===== config.mk =====
export PLATFORM = sky130hd
export DESIGN_NAME = pulse_to_level
export DESIGN_NICKNAME = d
export VERILOG_FILES = /design/src/rtl/pulse_to_level_pkg.sv /design/src/rtl/pulse_to_level.sv
export SDC_FILE = /design/constraint.sdc
export NUM_CORES = 1
export LEC_CHECK = 0
export BUFFER_PORTS_ARGS = -buffer_cell sky130_fd_sc_hd__clkbuf_2
export CORE_MARGIN = 8
export CORE_UTILIZATION = 50
export DETAILED_ROUTE_END_ITERATION = 16
export PLACE_DENSITY = 0.72
export SETUP_SLACK_MARGIN = 0.4
export SLEW_MARGIN = 20
export SYNTH_ARGS = -nofsm -noshare
export SYNTH_HDL_FRONTEND = slang
export SYNTH_SLANG_ARGS = --single-unit

===== constraint.sdc =====
create_clock -name clk -period 2.3 [get_ports clk]
set_clock_uncertainty 0.05 [all_clocks]
set_input_delay 0 -clock clk [delete_from_list [all_inputs] [get_ports clk]]
set_output_delay 0 -clock clk [all_outputs]
set_load 0.005 [all_outputs]

===== src/rtl/pulse_to_level_pkg.sv =====
// Shared types and mode encodings for the pulse-to-level converter.
// The FSM state is a three-valued enum so the state register reads cleanly in waves.
package pulse_pkg;

    typedef enum logic [1:0] {
        S_IDLE = 2'd0,
        S_HIGH = 2'd1,
        S_GAP  = 2'd2
    } p2l_state_t;

    localparam logic MODE_STRETCH = 1'b0;
    localparam logic MODE_TOGGLE  = 1'b1;

endpackage


===== src/rtl/pulse_to_level.sv =====
// Converts single-cycle pulses into levels: stretch (held for hold_len cycles,
// optional forced-low gap afterwards) or toggle (each pulse flips the level).
module pulse_to_level
    import pulse_pkg::*;
#(
    parameter int CNT_W      = 8,
    parameter bit RETRIGGER  = 1'b1,
    parameter int GAP_CYCLES = 1
) (
    input  logic             clk,
    input  logic             reset,
    input  logic             p_in,
    input  logic             mode,
    input  logic [CNT_W-1:0] hold_len,
    output logic             level,
    output logic             busy,
    output logic             dropped
);

    // Handshake: none. p_in is a plain sampled input; every cycle it is high
    // at a rising edge counts as one pulse, with no back-pressure.

    localparam logic [CNT_W-1:0] GAP_LOAD =
        (GAP_CYCLES > 0) ? CNT_W'(GAP_CYCLES - 1) : '0;

    p2l_state_t       state;
    p2l_state_t       state_n;
    logic [CNT_W-1:0] cnt;
    logic [CNT_W-1:0] cnt_n;
    logic             mode_q;
    logic             mode_n;
    logic             dropped_n;
    logic [CNT_W-1:0] hold_load;

    // A hold length of zero behaves as one cycle.
    assign hold_load = (hold_len == '0) ? '0 : (hold_len - CNT_W'(1));

    always_comb begin
        state_n   = state;
        cnt_n     = cnt;
        mode_n    = mode_q;
        dropped_n = 1'b0;

        unique case (state)
            S_IDLE: begin
                mode_n = mode;
                if (p_in) begin
                    state_n = S_HIGH;
                    if (mode == MODE_STRETCH) begin
                        cnt_n = hold_load;
                    end
                end
            end

            S_HIGH: begin
                if (mode_q == MODE_TOGGLE) begin
                    if (p_in) begin
                        state_n = S_IDLE;
                    end
                end else if (p_in && RETRIGGER) begin
                    // Reload takes priority over expiry in the same cycle.
                    cnt_n = hold_load;
                end else begin
                    if (p_in) begin
                        dropped_n = 1'b1;
                    end
                    if (cnt == '0) begin
                        if (GAP_CYCLES > 0) begin
                            state_n = S_GAP;
                            cnt_n   = GAP_LOAD;
                        end else begin
                            state_n = S_IDLE;
                        end
                    end else begin
                        cnt_n = cnt - CNT_W'(1);
                    end
                end
            end

            S_GAP: begin
                if (p_in) begin
                    dropped_n = 1'b1;
                end
                if (cnt == '0) begin
                    state_n = S_IDLE;
                end else begin
                    cnt_n = cnt - CNT_W'(1);
                end
            end

            default: begin
                state_n = S_IDLE;
            end
        endcase
    end

    // Outputs are registered from the next-state so they line up with state.
    always_ff @(posedge clk) begin
        if (reset) begin
            state   <= S_IDLE;
            cnt     <= '0;
            mode_q  <= MODE_STRETCH;
            level   <= 1'b0;
            busy    <= 1'b0;
            dropped <= 1'b0;
        end else begin
            state   <= state_n;
            cnt     <= cnt_n;
            mode_q  <= mode_n;
            level   <= (state_n == S_HIGH);
            busy    <= (state_n != S_IDLE);
            dropped <= dropped_n;
        end
    end

endmodule


# After elaboration in Yosys (flattened, before gate mapping)

Index checks and enable logic that the tools add are counted.

$add $sub $neg: 2
Equal/unequal tests: 7
Multiplexer cells: 16
Bitwise operators: 1
Reductions and logical operators: 7

Operators by type and width:

| kind                                                                | number |
|---|---|
| 8-bit two-way mux                                                   | 7 |
| 8-bit one-hot mux with 3 select lines                               | 1 |
| 8-bit logical NOT                                                   | 2 |
| 8-bit by 1-bit subtractor with 8-bit output (second input constant) | 2 |
| 2-bit two-way mux                                                   | 6 |
| 2-bit inequality test (second input constant)                       | 4 |
| 2-bit one-hot mux with 3 select lines                               | 1 |
| 5-bit AND reduction                                                 | 1 |
| 2-bit by 1-bit == test with 1-bit output (second input constant)    | 2 |
| 3-bit nonzero test                                                  | 1 |
| 2-bit == test (second input constant)                               | 1 |
| 2-bit logical NOT                                                   | 1 |
| 2-bit nonzero test                                                  | 1 |
| 2-bit OR reduction                                                  | 1 |
| 1-bit two-way mux                                                   | 1 |
| 1-bit inverter                                                      | 1 |

Register bits: 14
Input port bits: 12
Word-level logic and storage cells: 39

# Longest topological paths before layout

Gate-level depths: netlist of the first run.

Depth in word-level cells: 6
Mapped depth: 8
Depth with buffers taken out: 7

# Worst setup path after synthesis of the first run

OpenSTA, ideal clock, no wires.

Path kind: register to register
Start point: register state[1]
End point: register cnt[0]
Setup time: 0.086 ns
Arrival time: 1.757 ns
Setup slack: 0.407 ns
Stages on the path, launching flop included: 9
Path buffers: 1
Clock period less this slack: 1.893 ns
Cells stage by stage: dfxtp_1 -> inv_1 -> ha_1 -> nor2b_2 -> o21ai_2 -> or2_2 -> buf_2 -> o221a_2 -> a211oi_1

Longest elaborated chain between the ends: 3
Elaborated cells between the ends (all ways): 10
Those cells by class: 6 x eq/ne; 1 x mux; 3 x reduce/logical

RTL lines:

| what                                                                  | line                  | source |
|---|---|---|
| start, declared                                                       | pulse_to_level.sv:26  | `p2l_state_t state;` |
| start signal, assigned                                                | pulse_to_level.sv:107 | `state <= state_n;` |
| 2-bit == test, or another cell as far along                           | pulse_to_level.sv:44  | `unique case (state)` |
| 2-bit inequality test (no line) or 3-bit nonzero test (tied branches) | --                    |  |
| 5-bit AND reduction (no line)                                         | --                    |  |
| end signal, assigned                                                  | pulse_to_level.sv:108 | `cnt <= cnt_n;` |
| end, declared                                                         | pulse_to_level.sv:28  | `logic [CNT_W-1:0] cnt;` |

Parallel ways exist; a longest one is shown, timed or not.
A chain may end at the register's enable or synchronous reset.

# Worst setup path after layout of the first run

Start point: register cnt[0]
End point: register level

Longest elaborated chain between the ends: 6
Elaborated cells between the ends (all ways): 7
Those cells by class: 1 x eq/ne; 5 x mux; 1 x reduce/logical

RTL lines:

| what                                         | line                                       | source |
|---|---|---|
| 8-bit logical NOT (*)                        | pulse_to_level.sv:67, pulse_to_level.sv:84 |  |
| 2-bit two-way mux                            | pulse_to_level.sv:67                       | `if (cnt == '0) begin` |
| 2-bit two-way mux                            | pulse_to_level.sv:60                       | `end else if (p_in && RETRIGGER) begin` |
| 2-bit two-way mux                            | pulse_to_level.sv:56                       | `if (mode_q == MODE_TOGGLE) begin` |
| 2-bit one-hot mux with 3 select lines (*)    | pulse_to_level.sv:44                       |  |
| 2-bit by 1-bit == test with 1-bit output (*) | pulse_to_level.sv:110                      | `level <= (state_n == S_HIGH);` |
| end signal, assigned                         | pulse_to_level.sv:110                      |  |
| end, declared                                | pulse_to_level.sv:15                       | `output logic level,` |

Every way passes the cells marked *; elsewhere a longest branch is shown, timed or not.

==> flow_metrics.env, run 1 <==
export IMPL_yosys_register_bits=14
export IMPL_drt_first_pass_iters=4
export IMPL_fp_coreArea_mm2=0.00213
export IMPL_final_setup_violations=0
export IMPL_drt_wirelength_per_cell_um=16.3
export IMPL_totalNegativeSetupSlack_ns=0
export IMPL_rsz0062_at_grt="true"
export IMPL_clk_pin_slew_ns=0.08
export IMPL_layout_area_overhead_vs_synth_pct=24.6
export IMPL_critical_path_endpoint_type="flop"
export IMPL_die_height_um=62.6
export IMPL_ir_drop_mv=0.323
export IMPL_layout_cells_most_common="clkbuf_2"
export IMPL_ys_flop_type="dfxtp_1"
export IMPL_timing_setup_critical_path_class="flop to flop"
export IMPL_port_buffers=14
export IMPL_most_frequent_cells_in_the_layout="clkbuf_2, nor2_1, o21ai_0, dfxtp_1, a21oi_1"
export IMPL_post_synth_main_area_contributors="dfxtp_1, ha_1, o21ai_0"
export IMPL_synth_largest_area_cell="dfxtp_1"
export IMPL_cts_sinks=14
export IMPL_floorplan_initialDensity_pct=50.9
export IMPL_syn_area_mm2=0.00108
export IMPL_routed_via_count=1106
export IMPL_multi_input_area_um2=831
export IMPL_detail_route_vias_per_cell=6.04
export IMPL_fillerInstances=185
export IMPL_design_area_mm2=0.00135
export IMPL_power_density_mw_per_mm2=670
export IMPL_drt_drc_violations_left=0
export IMPL_maximum_root_to_sink_buffer_count=2
export IMPL_worst_slack_setup_final_ns=0.318
export IMPL_antennaDiodeCount=0
export IMPL_highest_clock_rate_ghz=0.505
export IMPL_count_of_distinct_cell_types_in_the_synthesized_netlist=42
export IMPL_route_final_wire_length_um=2980
export IMPL_hold_class="input pin to flop"
export IMPL_power_static_leakage_uw=0.000538
export IMPL_period_utilization_pct=86.2
export IMPL_fp_dieW_um=62.6
export IMPL_grt_pass1_vias=1055
export IMPL_synth_sequential_area_ratio_pct=25.9
export IMPL_final_net_count=178
export IMPL_synth_edff_count=0
export IMPL_cts_root_buf="clkbuf_4"
export IMPL_timing_hold_violations_final=0
export IMPL_postSynth_asyncResetShare_pct=0
export IMPL_hpwl_detailed_um=2120
export IMPL_yosysWarningCount=0
export IMPL_grt_first_pass_wirelength_um=4690
export IMPL_antenna_found_initial=0
export IMPL_synth_area_per_cell_um2=8.15
export IMPL_cp_required_ns=2.43
export IMPL_cap_viol_max_count=0
export IMPL_tritoncts="yes"
export IMPL_num_ports=15
export IMPL_timing_final_max_slew_violations=0
export IMPL_globalRouteOverflowTotal=0
export IMPL_place_gp_congestion=0.859
export IMPL_post_synth_top_area_fraction_pct=25.9
export IMPL_grt_start_max_net_pins=13
export IMPL_max_slew_margin_rel_pct=65.0
export IMPL_clk_latency_ns=0.29
export IMPL_synth_net_count=154
export IMPL_crit_fanout=4
export IMPL_crit_path_start_kind="flop"
export IMPL_crit_arrival_ns=2.11
export IMPL_core_rowCount=17
export IMPL_htree_levels=1
export IMPL_detail_route_iter0_violations=60
export IMPL_drive_gt1_share_pct=33.5
export IMPL_status="finished clean"
export IMPL_antenna_violating_nets_post_route=0
export IMPL_seq_area_um2=288
export IMPL_worst_slew_pin_slew_ns=0.522
export IMPL_power_total_uw=905
export IMPL_placedInstanceArea_mm2=0.00117
export IMPL_die_area_mm2=0.00391
export IMPL_fin_crit_ns=1.98
export IMPL_total_routing_resource_utilization_after_global_routing_pct=14.4
export IMPL_place_worst_setup_slack_ns=0.259
export IMPL_cts_buffers=3
export IMPL_syn_inst=133
## final timing paths
path           from      end  slack (ns)  cells after the start
max          cnt[0]    level        0.32                      6
min            p_in  dropped       0.007                      3
max reg2reg  cnt[0]    level        0.32                      6
min reg2reg  cnt[6]   cnt[6]        0.48                      2
## cell usage after synthesis, types with 2 or more instances
master / n
a211oi_1: 3
a21oi_1: 9
a311oi_1: 3
buf_2: 3
dfxtp_1: 14
ha_1: 9
inv_1: 11
mux2i_1: 2
nand2_1: 5
nor2_1: 11
nor3_1: 6
nor3b_1: 2
nor4_1: 3
o21a_1: 3
o21ai_0: 13
o221a_2: 2
o32a_1: 3
o32ai_1: 2
or2_2: 2
or2b_1: 2
or4_1: 2
xnor2_1: 2
xor2_1: 2
## cell families (layout without fill, tap and decap cells)
group,after synthesis,after routing,synth area share [%]
AND/OR/NAND/NOR,40,40,21.2
flip-flops,14,14,25.9
buffers and inverters,15,36,5.54
multiplexers,3,3,2.89
adder cells (fa/ha/maj),9,9,10.4
XOR/XNOR,4,4,3.23
AO/OA/AOI/OAI,48,49,30.8
## critical path, cell delays in order, from the launching register on
cell and delay, ns:
dfxtp_2 0.33, inv_2 0.08, ha_1 0.14, or4b_4 0.52
nand2b_4 0.18, o32a_1 0.38, o21a_1 0.19
## metal layers
layer,GRT usage (%),part of all wire [%],up-vias
met4,8.26,3.0,0
li1,-,-,543
met2,26.5,52,41
met3,1.61,3.6,6
met1,15.4,42,516
met5,0,0,-
## power by group
group	internal, µW	switching (µW)	total, µW
clock	60.9	79.9	141
combinational	207	246	453
sequential	278	33.1	311
total	546	359	905
## what timing repair did
action | 4_1_cts | 5_1_grt
setup endpoints to repair | 10 | 10
pin swaps | 2 | 7
hold buffers | 1 | 0
gates resized for setup | 12 | 13
gates cloned | 1 | 0
hold endpoints to repair | 1 | 0
setup buffers | 2 | 5
## cell type report
class                   count  share of cell area, %
clock buffers               3                   1.67
inverters                  11                   3.06
multi-input cells         105                   61.5
flip-flops and latches     14                   21.3
well taps                  28                   2.60
repair buffers             22                   9.82
## metrics by stage
stage | utilization (%) | instances | hold slack, ns
3_5_place_dp | 55.0 | 171 | 0.220
6_report | 63.5 | 183 | 0.00704
3_3_place_gp | 55.0 | 171 | 0.209
2_1_floorplan | - | 133 | 0.0972
4_1_cts | 59.5 | 178 | 0.000892
5_1_grt | 63.5 | 183 | 0.0151
## state kept, by name, summed over array words and instances, names as in the netlist
| register | flops |
|---|---|
| cnt | 8 |
| level | 1 |
| busy | 1 |
| state | 2 |
| mode_q | 1 |
| dropped | 1 |
Note: power is estimated with default switching activity, not from simulation.
==> run 2: changes to the inputs <==
- ABC_AREA: unset -> 1
- CTS_BUF_LIST: unset -> sky130_fd_sc_hd__clkbuf_8
- SETUP_SLACK_MARGIN: 0.4 -> unset
==> run 2 against run 1 <==
Net effect:
- non-clock buffer count decreased by 6
- final cell count is 18% higher
- flip-flop and latch count stayed put
- critical path type unchanged
- area after synthesis up 3.1%
- synthesized cell count grew 27%
- largest power group unchanged
- register-to-register slack better by 0.08 ns
- first-iteration DRC count down 30%
- via count increased by 1.2%
==> flow_metrics.env, run 2 <==
export IMPL_status="finished clean"
export IMPL_ys_flop_type="dfxtp_1"
export IMPL_synth_net_count=190
export IMPL_timing_hold_violations_final=0
export IMPL_place_gp_congestion=0.878
export IMPL_most_frequent_cells_in_the_layout="nand2_1, nor2_1, inv_1"
export IMPL_post_synth_main_area_contributors="dfxtp_1, ha_1, nand2_1"
export IMPL_dp_cells=210
export IMPL_die_height_um=63.3
export IMPL_yosysWarningCount=0
export IMPL_layoutNonFillerInstCount=216
export IMPL_antennaDiodeCount=0
export IMPL_max_slew_margin_rel_pct=81.0
export IMPL_min_delay_start="hold_len[0]"
export IMPL_synth_commonest_cells="nand2_1, nor2_1, inv_1"
export IMPL_globalRouteOverflowTotal=0
export IMPL_syn_area_mm2=0.00112
export IMPL_drive_gt1_share_pct=15.4
export IMPL_power_total_uw=873
export IMPL_htree_levels=1
export IMPL_number_of_hold_buffers_added_after_cts=2
export IMPL_final_setup_violations=0
export IMPL_tritoncts="yes"
export IMPL_hold_class="input pin to flop"
export IMPL_fin_crit_ns=1.91
export IMPL_launch_point_of_the_worst_reg_to_reg_path="state[1]"
export IMPL_num_ports=15
export IMPL_power_static_leakage_uw=0.000633
export IMPL_yosys_register_bits=14
export IMPL_synth_area_per_cell_um2=6.61
export IMPL_period_utilization_pct=82.9
export IMPL_most_frequent_cell_after_synthesis="nand2_1"
export IMPL_postSynth_asyncResetShare_pct=0
export IMPL_floorplan_initialDensity_pct=51.5
export IMPL_count_of_distinct_cell_types_in_the_synthesized_netlist=24
export IMPL_total_routing_resource_utilization_after_global_routing_pct=14.2
export IMPL_timing_final_max_slew_violations=0
export IMPL_fp_coreArea_mm2=0.00217
export IMPL_clk_pin_slew_ns=0.06
export IMPL_cts_sinks=14
export IMPL_largest_register_ff_count=8
export IMPL_maximum_root_to_sink_buffer_count=2
export IMPL_cts_buffers=3
export IMPL_routed_via_count=1119
export IMPL_critical_path_endpoint_type="flop"
export IMPL_fillerInstances=213
export IMPL_highest_clock_rate_ghz=0.524
export IMPL_registers_top_by_ff_count="cnt"
export IMPL_grt_first_pass_wirelength_um=4750
export IMPL_cts_root_buf="clkbuf_8"
export IMPL_synth_sequential_area_ratio_pct=25.1
export IMPL_crit_fanout=9
export IMPL_rsz0062_at_grt="false"
export IMPL_layout_area_overhead_vs_synth_pct=15.7
export IMPL_route_final_wire_length_um=2690
export IMPL_crit_path_start_kind="flop"
export IMPL_power_density_mw_per_mm2=675
export IMPL_antenna_violating_nets_post_route=0
export IMPL_port_buffers=14
export IMPL_cts_repair_resized=0
export IMPL_core_rowCount=17
export IMPL_seq_area_um2=280
export IMPL_layout_cells_most_common="nand2_1"
export IMPL_worst_setup_path_startpoint="state[1]"
export IMPL_die_area_mm2=0.00400
export IMPL_drt_drc_violations_left=0
export IMPL_drt_wirelength_per_cell_um=12.5
export IMPL_syn_inst=169
export IMPL_cap_viol_max_count=0
export IMPL_worst_slew_pin_slew_ns=0.282
export IMPL_cts_post_setup_buffers_inserted=0
export IMPL_clk_latency_ns=0.25
export IMPL_synth_largest_area_cell="dfxtp_1"
export IMPL_fp_dieW_um=63.3
export IMPL_detail_route_vias_per_cell=5.18
export IMPL_hpwl_detailed_um=2180
export IMPL_antenna_found_initial=0
export IMPL_grt_pass1_vias=1171
export IMPL_top_regs="cnt: 8 flops, state: 2 flops"
export IMPL_totalNegativeSetupSlack_ns=0
export IMPL_grt_start_max_net_pins=10
export IMPL_timing_setup_critical_path_class="flop to flop"
export IMPL_multi_input_area_um2=749
export IMPL_post_synth_top_area_fraction_pct=25.1
export IMPL_cp_required_ns=2.38
export IMPL_crit_arrival_ns=1.99
export IMPL_ir_drop_mv=0.351
export IMPL_drt_first_pass_iters=4
export IMPL_final_net_count=210
export IMPL_synth_edff_count=0
export IMPL_detail_route_iter0_violations=42
-- run 2: changes by cell type after synthesis, moves of 4 or more --
cell,delta
nand3_1,+19
inv_1,+11
nand2_2,+4
nor3_1,-5
o21ai_0,-6
nand2_1,+25
nor2_1,+15
-- run 2: cell families after synthesis --
group | after synthesis | synth area share (%)
and+or+nand+nor | 89 | 37.1
AOI/OAI and AO/OA | 26 | 13.7
buffers and inverters | 23 | 7.84
DFF | 14 | 25.1
adders and majority gates | 9 | 10.1
xor gates and xnor gates | 8 | 6.27
-- run 2: through the flow --
stage | area (µm²) | utilization (%) | hold slack (ns) | setup slack (ns)
after global placement | 1220 | 56.1 | 0.192 | 0.537
after floorplan | 1120 | - | 0.0191 | 0.720
after CTS | 1290 | 59.6 | 0.0221 | 0.437
final | 1290 | 59.6 | 0.0314 | 0.393
after detailed placement | 1220 | 56.1 | 0.197 | 0.451
after global routing | 1290 | 59.6 | 0.0603 | 0.193
-- run 2: metal layers --
layer | track usage [%] | share of wire [%]
met3 | 2.65 | 3.8
met2 | 25.7 | 53
met4 | 6.96 | 1.7
met1 | 15.5 | 42
met5 | 0 | 0
-- run 2: worst max-delay path, cell delays in order (launching register included) --
cell      delay (ns)
dfxtp_1         0.40
inv_1           0.10
ha_1            0.44
a21boi_0        0.32
o21bai_2        0.22
nor2_1          0.07
nor2_1          0.11
a21oi_1         0.09
-- run 2: where the power goes --
group	total [µW]	leakage (µW)	switching [µW]	internal [µW]
Sequential	301	0.000116	26.9	274
Combinational	326	0.000488	203	122
Clock	246	0.0000288	94.4	152
-- run 2: cell type report --
type / instances / share of cell area [%]
clock buffer: 4 / 4.26
inverter: 22 / 6.39
multi-input combinational: 132 / 58.0
sequential: 14 / 21.7
tap: 28 / 2.71
timing repair buffer: 16 / 6.97
-- run 2: worst paths after layout --
| check | end | slack, ns | cells past startpoint |
|---|---|---|---|
| min | cnt[0] | 0.03 | 4 |
| max reg2reg | cnt[3] | 0.39 | 7 |
| max | cnt[3] | 0.39 | 7 |
| min reg2reg | cnt[0] | 0.51 | 2 |
